### config.mk
export PLATFORM = sky130hd
export DESIGN_NAME = alu_seq
export DESIGN_NICKNAME = d
export VERILOG_FILES = /design/src/rtl/alu_seq_pkg.sv /design/src/rtl/alu_seq_fifo.sv /design/src/rtl/alu_seq.sv
export SDC_FILE = /design/constraint.sdc
export NUM_CORES = 1
export LEC_CHECK = 0
export ABC_CLOCK_PERIOD_IN_PS = 3100
export BUFFER_PORTS_ARGS = -buffer_cell sky130_fd_sc_hd__buf_2
export CORE_ASPECT_RATIO = 0.8
export CORE_UTILIZATION = 50
export DETAILED_ROUTE_END_ITERATION = 8
export GPL_TIMING_DRIVEN = 0
export PLACE_DENSITY_LB_ADDON = 0.05
export RECOVER_POWER = 25
export SETUP_SLACK_MARGIN = 0.3
export SLEW_MARGIN = 10
export SYNTH_ARGS = -nofsm -noshare
export SYNTH_HDL_FRONTEND = slang
export SYNTH_HIERARCHICAL = 1
export SYNTH_SLANG_ARGS = --single-unit
### constraint.sdc
create_clock -name clk -period 3.1 [get_ports clk]
set_input_delay 0.31 -clock clk [delete_from_list [all_inputs] [get_ports clk]]
set_output_delay 0.31 -clock clk [all_outputs]
set_load 0.01 [all_outputs]
### src/rtl/alu_seq_pkg.sv
// Shared alu_seq definitions: ALU function codes, the captured ALU result record
// and a reference ALU model (only instantiated when ALU_SEQ_CHECK_EN is defined).
package alu_seq_pkg;

    localparam logic [2:0] F_AND     = 3'b000;
    localparam logic [2:0] F_OR      = 3'b001;
    localparam logic [2:0] F_ADD     = 3'b010;
    localparam logic [2:0] F_SLTU_NB = 3'b011;
    localparam logic [2:0] F_ANDN    = 3'b100;
    localparam logic [2:0] F_ORN     = 3'b101;
    localparam logic [2:0] F_SUB     = 3'b110;
    localparam logic [2:0] F_SLT     = 3'b111;

    // The tag travels next to this record; its width is a module parameter.
    typedef struct packed {
        logic [31:0] y;
        logic        zero;
    } alu_res_t;

    function automatic alu_res_t alu_model(input logic [31:0] a,
                                           input logic [31:0] b,
                                           input logic [2:0]  f);
        logic [31:0] bx;
        logic [31:0] s;
        alu_res_t    r;
        bx = f[2] ? ~b : b;
        s  = a + bx + {31'd0, f[2]};
        case (f[1:0])
            2'b00:   r.y = a & bx;
            2'b01:   r.y = a | bx;
            2'b10:   r.y = s;
            default: r.y = {31'd0, s[31]};
        endcase
        r.zero = (r.y == 32'd0);
        return r;
    endfunction

endpackage

### src/rtl/alu_seq_fifo.sv
// DEPTH x W synchronous FIFO with occupancy count; head is combinational from storage.
// Caller guarantees no push when full and no pop when empty; DEPTH must be a power of two.
module alu_seq_fifo #(
    parameter int DEPTH = 4,
    parameter int W     = 8
) (
    input  logic                   clk,
    input  logic                   rst_n,
    input  logic                   push_i,
    input  logic [W-1:0]           push_dat_i,
    input  logic                   pop_i,
    output logic [W-1:0]           head_dat_o,
    output logic [$clog2(DEPTH):0] count_o
);

    localparam int AW = $clog2(DEPTH);

    logic [W-1:0]  mem_q [DEPTH];
    logic [AW-1:0] wr_ptr_q, wr_ptr_d;
    logic [AW-1:0] rd_ptr_q, rd_ptr_d;
    logic [AW:0]   count_q, count_d;

    always_comb begin
        wr_ptr_d = wr_ptr_q;
        rd_ptr_d = rd_ptr_q;
        count_d  = count_q;
        if (push_i) wr_ptr_d = wr_ptr_q + AW'(1);
        if (pop_i)  rd_ptr_d = rd_ptr_q + AW'(1);
        case ({push_i, pop_i})
            2'b10:   count_d = count_q + (AW+1)'(1);
            2'b01:   count_d = count_q - (AW+1)'(1);
            default: count_d = count_q;
        endcase
    end

    always_ff @(posedge clk or negedge rst_n) begin
        if (!rst_n) begin
            wr_ptr_q <= '0;
            rd_ptr_q <= '0;
            count_q  <= '0;
        end else begin
            wr_ptr_q <= wr_ptr_d;
            rd_ptr_q <= rd_ptr_d;
            count_q  <= count_d;
        end
    end

    // Storage needs no reset: contents are only observed through count_q.
    always_ff @(posedge clk) begin
        if (push_i) mem_q[wr_ptr_q] <= push_dat_i;
    end

    assign head_dat_o = mem_q[rd_ptr_q];
    assign count_o    = count_q;

endmodule

### src/rtl/alu_seq.sv
// Command sequencer for a combinational ALU: registered issue, capture one cycle later, buffered response.
// Accept-to-rsp_valid is 2 edges; cmd_ready depends only on local occupancy. Optional model: ALU_SEQ_CHECK_EN.
module alu_seq
    import alu_seq_pkg::*;
#(
    parameter int DEPTH = 4,
    parameter int TAG_W = 4
) (
    input  logic             clk,
    input  logic             rst_n,
    input  logic             cmd_valid,
    output logic             cmd_ready,
    input  logic [31:0]      cmd_a,
    input  logic [31:0]      cmd_b,
    input  logic [2:0]       cmd_f,
    input  logic [TAG_W-1:0] cmd_tag,
    output logic [31:0]      alu_a,
    output logic [31:0]      alu_b,
    output logic [2:0]       alu_f,
    input  logic [31:0]      alu_y,
    input  logic             alu_zero,
    output logic             rsp_valid,
    input  logic             rsp_ready,
    output logic [31:0]      rsp_y,
    output logic             rsp_zero,
    output logic [TAG_W-1:0] rsp_tag,
    output logic [15:0]      op_count,
    output logic             chk_mismatch
);

    localparam int CW = $clog2(DEPTH) + 1;

    typedef struct packed {
        alu_res_t         res;
        logic [TAG_W-1:0] tag;
    } entry_t;

    logic             init_q;
    logic             issue_v_q, issue_v_d;
    logic [31:0]      alu_a_q, alu_b_q;
    logic [2:0]       alu_f_q;
    logic [TAG_W-1:0] issue_tag_q;
    logic [15:0]      op_count_q, op_count_d;
    logic [CW-1:0]    fifo_count;
    logic [CW:0]      occupancy;
    logic             cmd_fire, rsp_fire;
    entry_t           push_ent, head_ent;

    // The issue slot counts as occupied so a captured result always has a FIFO entry.
    assign occupancy = {1'b0, fifo_count} + {{CW{1'b0}}, issue_v_q};
    assign cmd_ready = init_q && (occupancy < (CW+1)'(DEPTH));
    assign cmd_fire  = cmd_valid && cmd_ready;
    assign rsp_valid = (fifo_count != '0);
    assign rsp_fire  = rsp_valid && rsp_ready;

    assign issue_v_d  = cmd_fire;
    assign op_count_d = rsp_fire ? op_count_q + 16'd1 : op_count_q;

    always_ff @(posedge clk or negedge rst_n) begin
        if (!rst_n) begin
            init_q      <= 1'b0;
            issue_v_q   <= 1'b0;
            alu_a_q     <= '0;
            alu_b_q     <= '0;
            alu_f_q     <= '0;
            issue_tag_q <= '0;
            op_count_q  <= '0;
        end else begin
            init_q     <= 1'b1;
            issue_v_q  <= issue_v_d;
            op_count_q <= op_count_d;
            if (cmd_fire) begin
                alu_a_q     <= cmd_a;
                alu_b_q     <= cmd_b;
                alu_f_q     <= cmd_f;
                issue_tag_q <= cmd_tag;
            end
        end
    end

    assign push_ent = {alu_y, alu_zero, issue_tag_q};

    alu_seq_fifo #(
        .DEPTH (DEPTH),
        .W     ($bits(entry_t))
    ) u_rsp_fifo (
        .clk        (clk),
        .rst_n      (rst_n),
        .push_i     (issue_v_q),
        .push_dat_i (push_ent),
        .pop_i      (rsp_fire),
        .head_dat_o (head_ent),
        .count_o    (fifo_count)
    );

    assign alu_a    = alu_a_q;
    assign alu_b    = alu_b_q;
    assign alu_f    = alu_f_q;
    // Unloaded storage is hidden so an empty response port reads as zero.
    assign rsp_y    = rsp_valid ? head_ent.res.y    : '0;
    assign rsp_zero = rsp_valid ? head_ent.res.zero : 1'b0;
    assign rsp_tag  = rsp_valid ? head_ent.tag      : '0;
    assign op_count = op_count_q;

`ifdef ALU_SEQ_CHECK_EN
    alu_res_t model_res;
    logic     chk_q;

    assign model_res = alu_model(alu_a_q, alu_b_q, alu_f_q);

    always_ff @(posedge clk or negedge rst_n) begin
        if (!rst_n) begin
            chk_q <= 1'b0;
        end else if (issue_v_q && (model_res != {alu_y, alu_zero})) begin
            chk_q <= 1'b1;
        end
    end

    assign chk_mismatch = chk_q;
`else
    assign chk_mismatch = 1'b0;
`endif

endmodule

==> Word-level counts from Yosys, hierarchy flattened <==
Memories as Yosys holds them, arrays and structs flattened.
Index checks and enable logic that the tools add are counted.
{ "op_classes": {"magnitude_cmp": 1, "mux": 6, "addsub": 6, "eq_ne": 2, "reduce_logical": 5} }
{ "op_table": {"columns": ["op", "count"], "rows": [
  ["2-to-1 mux 32 bit", 1],
  ["adder 16 x 1 -> 16 bit (second input constant)", 1],
  ["case mux 3 bit (2 select lines)", 1],
  ["adder 2 x 1 -> 2 bit (second input constant)", 2],
  ["adder 3 x 1 -> 4 bit", 1],
  ["less-than comparator 4 x 3 -> 1 bit (second input constant)", 1],
  ["2-to-1 mux 4 bit", 1],
  ["adder 3 x 1 -> 3 bit (second input constant)", 1],
  ["logical AND 1 bit", 3],
  ["2-to-1 mux 1 bit", 3],
  ["nonzero test 3 bit", 1],
  ["subtractor 3 x 1 -> 3 bit (second input constant)", 1],
  ["equality test 2 x 1 -> 1 bit (second input constant)", 1],
  ["equality test 2 bit (second input constant)", 1],
  ["nonzero test 2 bit", 1]
]} }
{ "word_totals": {"in_bits": 108, "out_inout_bits": 123, "elab_cells": 31, "memories": 1, "mem_bits_rw": 148, "ff_bits": 96} }
{ "memory_table": {"columns": ["memory", "words", "word_bits", "read_ports", "rd_ports_with_merged_regs", "write_ports", "line_no", "source"], "rows": [
  ["u_rsp_fifo.mem_q", 4, 37, 1, 0, 1, "alu_seq_fifo.sv:18", "logic [W-1:0] mem_q [DEPTH];"]
]} }

==> Longest topological paths before layout <==
Gate-level depths: netlist (run 1).
{ "logic_depth": {"word_depth": 4, "depth_mapped": 9, "ltp_nobuf": 9} }

==> Hierarchy <==
The synthesis (run 1) kept the hierarchy.
{ "modules_own_cells": {"columns": ["mod", "cells_each", "instances", "area_per_inst_um2", "seq_area_each_um2"], "rows": [
  ["alu_seq_fifo", 227, 1, 5718.0, 4619.4],
  ["alu_seq", 258, 1, 3981.3, 2227.1]
]} }

==> Worst setup path before layout (run 1) <==
No wires, ideal clock.
{ "synth_path": {"path_type": "flip-flop to flip-flop", "startpoint": "reg u_rsp_fifo.count_q[0], in the netlist u_rsp_fifo/count_o[0]", "endpoint": "reg u_rsp_fifo.count_q[2], in the netlist u_rsp_fifo/count_o[2]", "slack_ns": 1.166, "path_stages_with_launch": 10, "period_less_slack_ns": 1.934, "arrival_ns": 1.855, "required_ns": 3.021, "path_buffers": 0, "setup_ns": 0.079, "cell_sequence": "dfrtp_1 nor3_2 inv_1 and2_1 ha_1 inv_1 fa_1 xor2_1 nor2_1 xor2_1"} }
{ "synth_via": {"elab_chain_len": 4, "elab_cells_between_ends": 8, "classes_between": "2 x add/sub; 2 x eq/ne; 1 x mux; 3 x reduce/logical"} }
{ "synth_rtl": {"columns": ["item", "line_no", "source"], "rows": [
  ["start, declared", "alu_seq_fifo.sv:21", "logic [AW:0] count_q, count_d;"],
  ["start signal, assigned", "alu_seq_fifo.sv:44", "count_q <= count_d;"],
  ["nonzero test 3 bit (*)", "alu_seq.sv:53", "assign rsp_valid = (fifo_count != '0);"],
  ["logical AND 1 bit (*)", "alu_seq.sv:54", "assign rsp_fire = rsp_valid && rsp_ready;"],
  ["via rsp_fire", "alu_seq.sv:46", "logic cmd_fire, rsp_fire;"],
  ["equality test 2 x 1 -> 1 bit or equality test 2 bit (tied branches)", "alu_seq_fifo.sv:29", "case ({push_i, pop_i})"],
  ["case mux 3 bit (2 select lines) or nonzero test 2 bit (tied branches)", null, null]
]} }
Mark *: on every way through the listed nets, which the timed path passes. The rest lies on a longest branch.
A chain may end at the register's enable or synchronous reset.

==> Final worst setup path (run 1) <==
{ "layout_path": {"startpoint": "reg u_rsp_fifo.count_q[0], in the netlist u_rsp_fifo/count_o[0]", "endpoint": "out rsp_y[5]"} }
{ "layout_via": {"elab_chain_len": 2} }
{ "layout_rtl": {"columns": ["item", "line_no", "source"], "rows": [
  ["nonzero test 3 bit", "alu_seq.sv:53", null],
  ["2-to-1 mux 32 bit", "alu_seq.sv:100", "assign rsp_y = rsp_valid ? head_ent.res.y : '0;"],
  ["end, declared", "alu_seq.sv:24", "output logic [31:0] rsp_y,"]
]} }
No other way between the ends.

==> reports/results.ini, run 1 <==
[status]
status = complete, no violations

[global_route]
antenna_found_initial = 2
grt_usage_pct = 18.8
grt_max_degree = 51
grt_pass1_vias = 5418
grt_pass1_wl_um = 28700
gr-total-overflow = 0

[synth]
ys_warn_count = 6
synth_cells = 485
synth.lib_cells_used.distinct = 31
synth-seq-cells = 244
yosysTopAreaCell = edfxtp_1
syn-num-nets = 600
synth.area.top_cells = edfxtp_1, dfrtp_1, mux2_4
yosysTopAreaCellShare_pct = 45.8
synth_area_mm2 = 0.00970
ys_seq_area_share_pct = 70.6
syn_area_per_cell_um2 = 20.0

[cts]
cts_max_level = 1
tritoncts.num_buffers = 24
cts.reportedPaths.clkPinSlew_ns = 0.06
clkLatencyLatePin_ns = 0.50
cts_setup_buffers = 0
cts_tree = done
clockBufferDepth = 3
cts_sinks = 244
cts-root-buf = clkbuf_16

[pwr]
p_switching_mw = 3.36
finalPower_mw = 11.4
comb_power_share_pct = 33.7
peakVddDrop_uv = 451
leakagePower_nw = 5.14
p_sw_share_pct = 29.5
clock_power_share_pct = 25.6
seq_power_share_pct = 40.7
power_density_mw_per_mm2 = 942
p_int_mw = 8.05

[drt]
via_per_inst = 5.07
post-route-drc-count = 0
drt_iter0_drc = 246
routed_wl_um = 18500
drt_first_pass_iters = 4
antenna_left = 0
vias = 5203
drt-wirelength-per-cell_um = 18.0

[floorplan]
initial_utilization_pct = 51.1
dieWidth_um = 158
die-area_mm2 = 0.0200
num_io_pins = 231
rows = 45
dieHeight_um = 127
coreArea_mm2 = 0.0190

[timing]
fin_tns_setup_ns = 0
slew_headroom_pct = 14.5
worstMarginPinSlew_ns = 1.28
period_minus_slack_ns = 2.57
drv_slew = 0
hold_violations = 0
rsz0062_at_grt = false
fin_skew_ns = 0.00640
fin_crit_sh_pct = 82.8
report.final.setup_viol = 0
fmax_mhz = 389

[worst_setup_path]
critPathArrivalTime_ns = 2.26
worstSetupPathType = flip-flop to output pin
startpoint_type = flip-flop
crit_path_max_fanout = 10
required_ns = 2.79
setup.worst_path.end_class = output pin

[place]
portBuffers = 229
dp_hpwl_um = 12400
globalplace.congestion = 0.730

[flow_run]
cap_violations = 0

[layout]
insertedDiodeCount = 0
n_fill_cell = 1414
nets = 866
layout-drive-gt1-share_pct = 48.8
flow.area_growth_from_synthesis_pct = 24.8

[hold_path]
hold_class = input port to flip-flop

## path summary, 6_finish.rpt
kind | slack [ns] | to | depth (start not counted) | startpoint
min | 0.03 | alu_a[15] | 2 | cmd_a[15]
max reg2reg | 0.87 | u_rsp_fifo/count_o[2] | 9 | u_rsp_fifo/count_o[0]
min in group asynchronous | 0.64 | alu_b[18] | 2 | rst_n
min reg2reg | 0.47 | op_count[15] | 1 | op_count[15]
max in group asynchronous | 1.61 | issue_tag_q[2] | 3 | rst_n
max | 0.53 | rsp_y[5] | 6 | u_rsp_fifo/count_o[0]
## Yosys cell counts (all sizes together)
cell type / count
clkbuf: 5
xnor2: 11
nor4b: 1
nand2: 8
nand3: 4
mux2: 72
nor3: 2
o21ai: 1
and3: 1
nand4: 2
fa: 1
mux4: 37
and2: 42
edfxtp: 148
o311ai: 1
xor2: 10
dfrtp: 96
ha: 6
buf: 15
inv: 9
and4: 3
conb: 2
a311oi: 1
or2: 1
nor2: 5
mux2i: 1
## power by group through the flow
| stage | Combinational (mW) | Sequential [mW] | Clock (mW) |
|---|---|---|---|
| after floorplan | 2.26 | 4.87 | 0 |
| after global placement | 3.82 | 4.66 | 0 |
| after detailed placement | 3.91 | 4.68 | 0 |
| after CTS | 3.92 | 4.65 | 2.99 |
| after global routing | 4.18 | 4.74 | 3.11 |
| final | 3.85 | 4.65 | 2.92 |
## routing by layer
layer / track usage [%] / vias to the layer above / wire [um]
met5: 0 / - / 13
met4: 3.48 / 2 / 272
met3: 4.41 / 26 / 1150
met2: 31.2 / 158 / 9160
met1: 25.7 / 2663 / 7920
li1: - / 2354 / -
## worst max-delay path: stages (launching register included)
cell and delay, ns:
dfrtp_1 0.49, nor3_4 0.29, inv_1 0.11, clkbuf_2 0.22, clkbuf_1 0.27, and2_1 0.24, buf_2 0.14
## cell type report
cell class	instances	area [um^2]	area share, %
flip-flops and latches	244	6850	56.5
multi-input cells	212	2670	22.1
repair buffers	240	1270	10.5
clock buffers	31	658	5.44
well taps	258	323	2.67
plain buffers	20	160	1.32
clock inverters	13	143	1.18
inverters	9	33.8	0.279
## what timing repair did
item	CTS	global route
gates resized for setup	1	3
hold buffers	6	0
setup endpoints to repair	1	20
endpoints found under the hold margin	67	0
## flip-flops by register name, summed over array words and instances (netlist names)
register,flops
u_rsp_fifo/wr_ptr_q,2
op_count,16
issue_v_q,1
alu_b,32
alu_a,32
init_q,1
u_rsp_fifo/mem_q,148
issue_tag_q,4
u_rsp_fifo/count_o,3
u_rsp_fifo/rd_ptr_q,2
alu_f,3
## stage by stage
step / hold slack (ns) / utilization, % / std cells / cell area [um^2] / worst slack (ns)
floorplan: 0.0144 / - / 485 / 9700 / 1.17
global placement: 0.458 / 58.9 / 972 / 11200 / 0.419
detailed placement: 0.388 / 59.5 / 977 / 11300 / 0.861
CTS: 0.0000843 / 64.0 / 1027 / 12100 / 0.337
global route: 0.0136 / 63.8 / 1027 / 12100 / 0.332
finish: 0.0305 / 63.8 / 1027 / 12100 / 0.532
## layout by cell type (no fill, tap or decap), types with 7 or more instances in the layout
master       n
clkbuf_1    41
nand2_1      7
clkinv_2     7
buf_6        9
mux4_2      37
clkbuf_16   25
dfrtp_1     96
buf_2      198
xnor2_1     11
mux2_4      69
inv_1        9
xor2_1      10
edfxtp_1   148
and2_1      38
## logic make-up (layout without fill, tap and decap cells)
group	after synthesis	count (layout)	synth area share, %
muxes	110	110	19.7
AOI/OAI and AO/OA	3	3	0.490
and+or+nand+nor	69	69	4.27
other	2	2	0.0774
DFF	244	244	70.6
adders and majority gates	7	7	0.980
xor gates and xnor gates	21	21	1.90
buffers and inverters	29	313	1.97
Power figures use the tool's default switching activity.
==> inputs of run 2 (changes only) <==
ABC_AREA = 1   (was not set)
ABC_CLOCK_PERIOD_IN_PS = 2400   (was 3100)
clock period = 2.4 ns   (was 3.1 ns; I/O delays follow)
==> reports/results.ini, run 2 <==
[timing]
period_minus_slack_ns = 2.07
worstMarginPinSlew_ns = 0.954
worst_slack_ns = 0.325
fin_crit_sh_pct = 86.4
drv_slew = 0
hold_violations = 0
report.final.setup_viol = 0
fmax_mhz = 482
fin_skew_ns = 0.00980
slew_headroom_pct = 36.4
rsz0062_at_grt = true

[synth]
ys_seq_area_share_pct = 66.3
synth-seq-cells = 244
yosysMostFrequentCell = nand2_1
synth.lib_cells_used.distinct = 28
synth_edf_count = 148
synth.area.top_cells = edfxtp_1, dfrtp_1, nand2_1
yosysTopAreaCellShare_pct = 43.0
ys_top_cells_by_count = nand2_1, edfxtp_1, inv_1
synth_area_mm2 = 0.0103
synth_cells = 974
syn-num-nets = 1089
synth_async_sr_flop_share_pct = 39.3
ys_warn_count = 6
yosysTopAreaCell = edfxtp_1
syn_area_per_cell_um2 = 10.6
synthFlopType = edfxtp_1

[drt]
wl_met2_um = 12500
post-route-drc-count = 0
vias = 7789
top_layer_used = met4
drt-wirelength-per-cell_um = 15.5
drt_iter0_drc = 510
wl_met3_um = 1380
antenna_left = 0
drt_first_pass_iters = 5
routed_wl_um = 25300
wl_met1_um = 10800
via_per_inst = 4.78

[pwr]
finalPower_mw = 16.2
peakVddDrop_uv = 733
leakagePower_nw = 6.75
power_density_mw_per_mm2 = 1160

[worst_setup_path]
worst-path-buf-inv = 5
required_ns = 2.16
path_delay_family = buffers and inverters
path_cells = buf_6 > clkbuf_16 > buf_12 > nand2_2 > o211ai_2 > nand2_1 > inv_1 > nor2_2 > buf_2
setup.worst_path.end_class = output pin
crit_path_max_fanout = 8
slowest_stage = dfrtp_1
startpoint_type = flip-flop
cp_slowest_stage_delay_ns = 0.37
worstSetupPathType = flip-flop to output pin
critPathArrivalTime_ns = 1.83

[cts]
cts_sinks = 244
cts_max_level = 1
cts_tree = done
clkLatencyLatePin_ns = 0.51
cts-root-buf = clkbuf_16
tritoncts.num_buffers = 25
clockBufferDepth = 3
cts.reportedPaths.clkPinSlew_ns = 0.06

[layout]
final_common_cell = nand2_1
flow.area_growth_from_synthesis_pct = 35.9
final_cell_mix = nand2_1, buf_2, edfxtp_1
instances_no_fill = 1628
top_register = u_rsp_fifo/mem_q
design_area_mm2 = 0.0140
nets = 1463
largest_register_ffs = 148
final_util_pct = 70.1
insertedDiodeCount = 0
layout-drive-gt1-share_pct = 26.0

[global_route]
grt_max_degree = 61
grt_pass1_vias = 7720
grt_usage_pct = 23.8
antenna_found_initial = 0
gr-total-overflow = 0
grt_pass1_wl_um = 39200

[place]
dpl_cell_area_mm2 = 0.0119
place_ws_ns = 0.460
dp_hpwl_um = 15400
portBuffers = 229
placed_cells = 1472
globalplace.congestion = 0.773

[status]
status = complete, no violations

[floorplan]
rows = 46
initial_utilization_pct = 51.6
dieWidth_um = 163
die-area_mm2 = 0.0212
num_io_pins = 231
dieHeight_um = 131
coreArea_mm2 = 0.0200

[flow_run]
cap_violations = 0

[hold_path]
hold_class = input port to flip-flop

run 2: cell count changes after synthesis, moves of 6 or more:
cell,previous run,this run
nand2_2,0,7
and2_1,42,0
inv_1,9,142
nand3_1,4,10
nor2_1,5,44
buf_2,3,22
buf_4,3,10
mux4_2,37,0
o211ai_1,0,62
nand2_1,7,365
xnor2_1,11,5
mux2_4,69,0
o211ai_2,0,12
run 2: path summary, 6_finish.rpt:
kind                                             start                     to  slack (ns)  cells past startpoint
worst max register to register   u_rsp_fifo/count_o[0]  u_rsp_fifo/count_o[1]        0.47                      9
min in group asynchronous                        rst_n              alu_a[16]        0.43                      2
max in group asynchronous                        rst_n            op_count[1]        1.15                      3
worst max-delay path            u_rsp_fifo/rd_ptr_q[0]              rsp_y[31]        0.33                      9
worst min-delay path                         rsp_ready            op_count[0]        0.12                      3
worst min register to register               alu_b[20]              alu_b[20]        0.47                      2
run 2: layout make-up:
class	instances	area, um^2
fillers	1499	6000
multi-input cells	539	2680
well taps	264	330
repair buffers	347	2430
clock inverters	12	83.8
plain buffers	44	428
inverters	147	564
flip-flops and latches	244	6850
clock buffers	31	668
run 2: repair_timing:
| item | 4_1_cts | 5_1_grt |
|---|---|---|
| endpoints found under the hold margin | 239 | 0 |
| setup endpoints to repair | 37 | 38 |
| gates resized for setup | 18 | 48 |
| buffers inserted | 2 | 0 |
| pin swaps | 2 | 59 |
| hold buffers | 105 | 0 |
| cloned | 0 | 6 |
run 2: cell families after synthesis:
family | synth area share, %
AND/OR/NAND/NOR | 17.1
adder cells (fa/ha/maj) | 0.921
AO/OA/AOI/OAI | 6.06
other | 0.0727
XOR/XNOR | 1.19
flip-flops | 66.3
buffers and inverters | 8.40
run 2: power breakdown:
part	switching [mW]	internal (mW)
logic	3.83	2.83
clock network	1.52	2.07
registers	0.533	5.43
total	5.88	10.3
run 2: layer usage:
metal	track usage (%)	vias to the layer above
met4	5.72	0
met5	0	-
li1	-	3846
met1	30.1	3656
met3	4.36	38
met2	42.6	249
run 2: stage by stage:
stage	TNS, ns	hold slack [ns]
4_1_cts	0	0.0938
3_5_place_dp	0	0.231
6_report	0	0.122
2_1_floorplan	0	-0.0556
5_1_grt	0	0.115
3_3_place_gp	-8.43	0.433
run 2: worst register-to-register path, delay by kind of cell, from the launching register on:
kind                       cells  cell delay, ns
adders and majority gates      2            0.59
DFF                            1            0.41
and+or+nand+nor                3            0.37
buffers and inverters          3            0.31
AOI/OAI and AO/OA              1            0.17
==> inputs of run 3 (changes only) <==
==> constraint.sdc (replaced) <==
create_clock -name clk -period 2.4 [get_ports clk]
set_input_delay 0.12 -clock clk [delete_from_list [all_inputs] [get_ports clk]]
set_output_delay 0.12 -clock clk [all_outputs]
set_load 0.01 [all_outputs]
==> reports/results.ini, run 3 (synthesized netlist as in run 2, its figures left out) <==
[cts]
cts-root-buf = clkbuf_16
clockBufferDepth = 3
cts_max_level = 1
tritoncts.num_buffers = 25
clkLatencyLatePin_ns = 0.51
cts.reportedPaths.clkPinSlew_ns = 0.06
cts_sinks = 244
cts_tree = done

[pwr]
comb_power_share_pct = 38.9
clock_power_share_pct = 23.0
seq_power_share_pct = 38.2
p_sw_share_pct = 36.5
finalPower_mw = 15.6
leakagePower_nw = 6.63
p_int_mw = 9.92
power_density_mw_per_mm2 = 1140
p_switching_mw = 5.70
peakVddDrop_uv = 733

[global_route]
grt_max_degree = 61
grt_usage_pct = 23.8
grt_pass1_vias = 7707
grt_pass1_wl_um = 39100
gr-total-overflow = 0
antenna_found_initial = 0

[floorplan]
rows = 46
num_io_pins = 231
initial_utilization_pct = 51.6
dieWidth_um = 163
coreArea_mm2 = 0.0200
dieHeight_um = 131
die-area_mm2 = 0.0212

[layout]
insertedDiodeCount = 0
layout.area.seq_mm2 = 0.00685
instances_no_fill = 1622
largest_register_ffs = 148
top_register = u_rsp_fifo/mem_q
n_fill_cell = 1539
layout-drive-gt1-share_pct = 23.6
nets = 1457
final_common_cell = nand2_1
flow.area_growth_from_synthesis_pct = 33.0
multi_input_area_mm2 = 0.00262
final_cell_mix = nand2_1, buf_2, edfxtp_1

[drt]
via_per_inst = 4.77
vias = 7736
drt_iter0_drc = 487
routed_wl_um = 24900
drt_first_pass_iters = 4
antenna_left = 0
post-route-drc-count = 0
drt-wirelength-per-cell_um = 15.4

[place]
globalplace.congestion = 0.773
portBuffers = 229
placed_cells = 1472
dp_hpwl_um = 15400

[worst_setup_path]
setup.worst_path.end_class = output pin
crit_path_max_fanout = 10
reg2regPathDepth = 11
startpoint_type = flip-flop
critPathArrivalTime_ns = 1.86
required_ns = 2.28
ff2ff_setup_slack_ns = 0.52
worstSetupPathType = flip-flop to output pin

[flow_run]
cap_violations = 0

[hold_path]
min_path_cells = 4
hold_class = input port to flip-flop

[status]
status = complete, no violations

[timing]
slew_headroom_pct = 36.2
worstMarginPinSlew_ns = 0.957
fin_skew_ns = 0.00975
report.final.setup_viol = 0
fmax_mhz = 506
fin_crit_sh_pct = 82.3
rsz0062_at_grt = true
drv_slew = 0
period_minus_slack_ns = 1.98
hold_violations = 0

-- run 3: changes by cell type in the layout (fill, tap and decap cells not counted), sizes merged --
cell | before | now
dlygate4sd3 | 105 | 106
clkbuf | 71 | 64
-- run 3: critical path: stages (launching register included) --
cell,delay [ns]
dfrtp_1,0.37
buf_6,0.12
buf_6,0.15
buf_6,0.16
nand2_1,0.08
o211ai_2,0.07
nand2_1,0.06
inv_1,0.04
nor2_1,0.14
buf_2,0.16
-- run 3: timing repair --
action                                  4_1_cts  5_1_grt
resized for setup                             5       13
endpoints found under the hold margin       241        0
pin swaps                                     0        1
hold buffers                                106        0
setup buffers                                 0        1
endpoints found under the setup margin       24       31
-- run 3: per-stage QoR --
step | setup WS (ns) | instance area (um^2) | hold WS, ns | TNS (ns) | util (%)
global route | 0.297 | 13700 | 0.105 | 0 | 68.6
global placement | -0.0697 | 11800 | 0.313 | -8.43 | 58.9
CTS | 0.311 | 13700 | 0.0436 | 0 | 68.6
finish | 0.425 | 13700 | 0.0521 | 0 | 68.6
floorplan | 0.613 | 10300 | -0.176 | 0 | -
detailed placement | 0.460 | 11900 | 0.111 | 0 | 59.5
-- run 3: final timing paths --
kind                                         end                   start
max in group asynchronous            op_count[1]                   rst_n
min in group asynchronous              alu_a[16]                   rst_n
setup reg to reg           u_rsp_fifo/count_o[2]   u_rsp_fifo/count_o[0]
hold reg to reg                        alu_b[20]               alu_b[20]
hold / removal                    issue_tag_q[3]               cmd_valid
setup / recovery                       rsp_y[31]  u_rsp_fifo/rd_ptr_q[0]
-- run 3: metal layers --
metal / GRT usage (%) / wire length, um / up-vias
li1: - / - / 3828
met1: 29.9 / 10700 / 3646
met2: 42.6 / 12400 / 229
met3: 4.42 / 1360 / 33
met4: 5.72 / 486 / 0
met5: 0 / 0 / -
-- run 3: final cells by class --
cell class,instances,share of cell area (%)
clock buffer,31,4.86
clock inverter,12,0.610
buffer,44,2.52
inverter,147,4.07
sequential,244,49.8
tap,264,2.40
multi-input combinational,539,19.0
timing repair buffer,341,16.6
-- run 3: power by group through the flow --
stage / Clock, mW / Sequential (mW) / Combinational, mW
floorplan: 0 / 6.24 / 3.30
global placement: 0 / 6.00 / 5.75
detailed placement: 0 / 5.98 / 5.89
CTS: 3.65 / 5.94 / 6.05
global route: 3.83 / 6.06 / 6.77
finish: 3.58 / 5.96 / 6.07
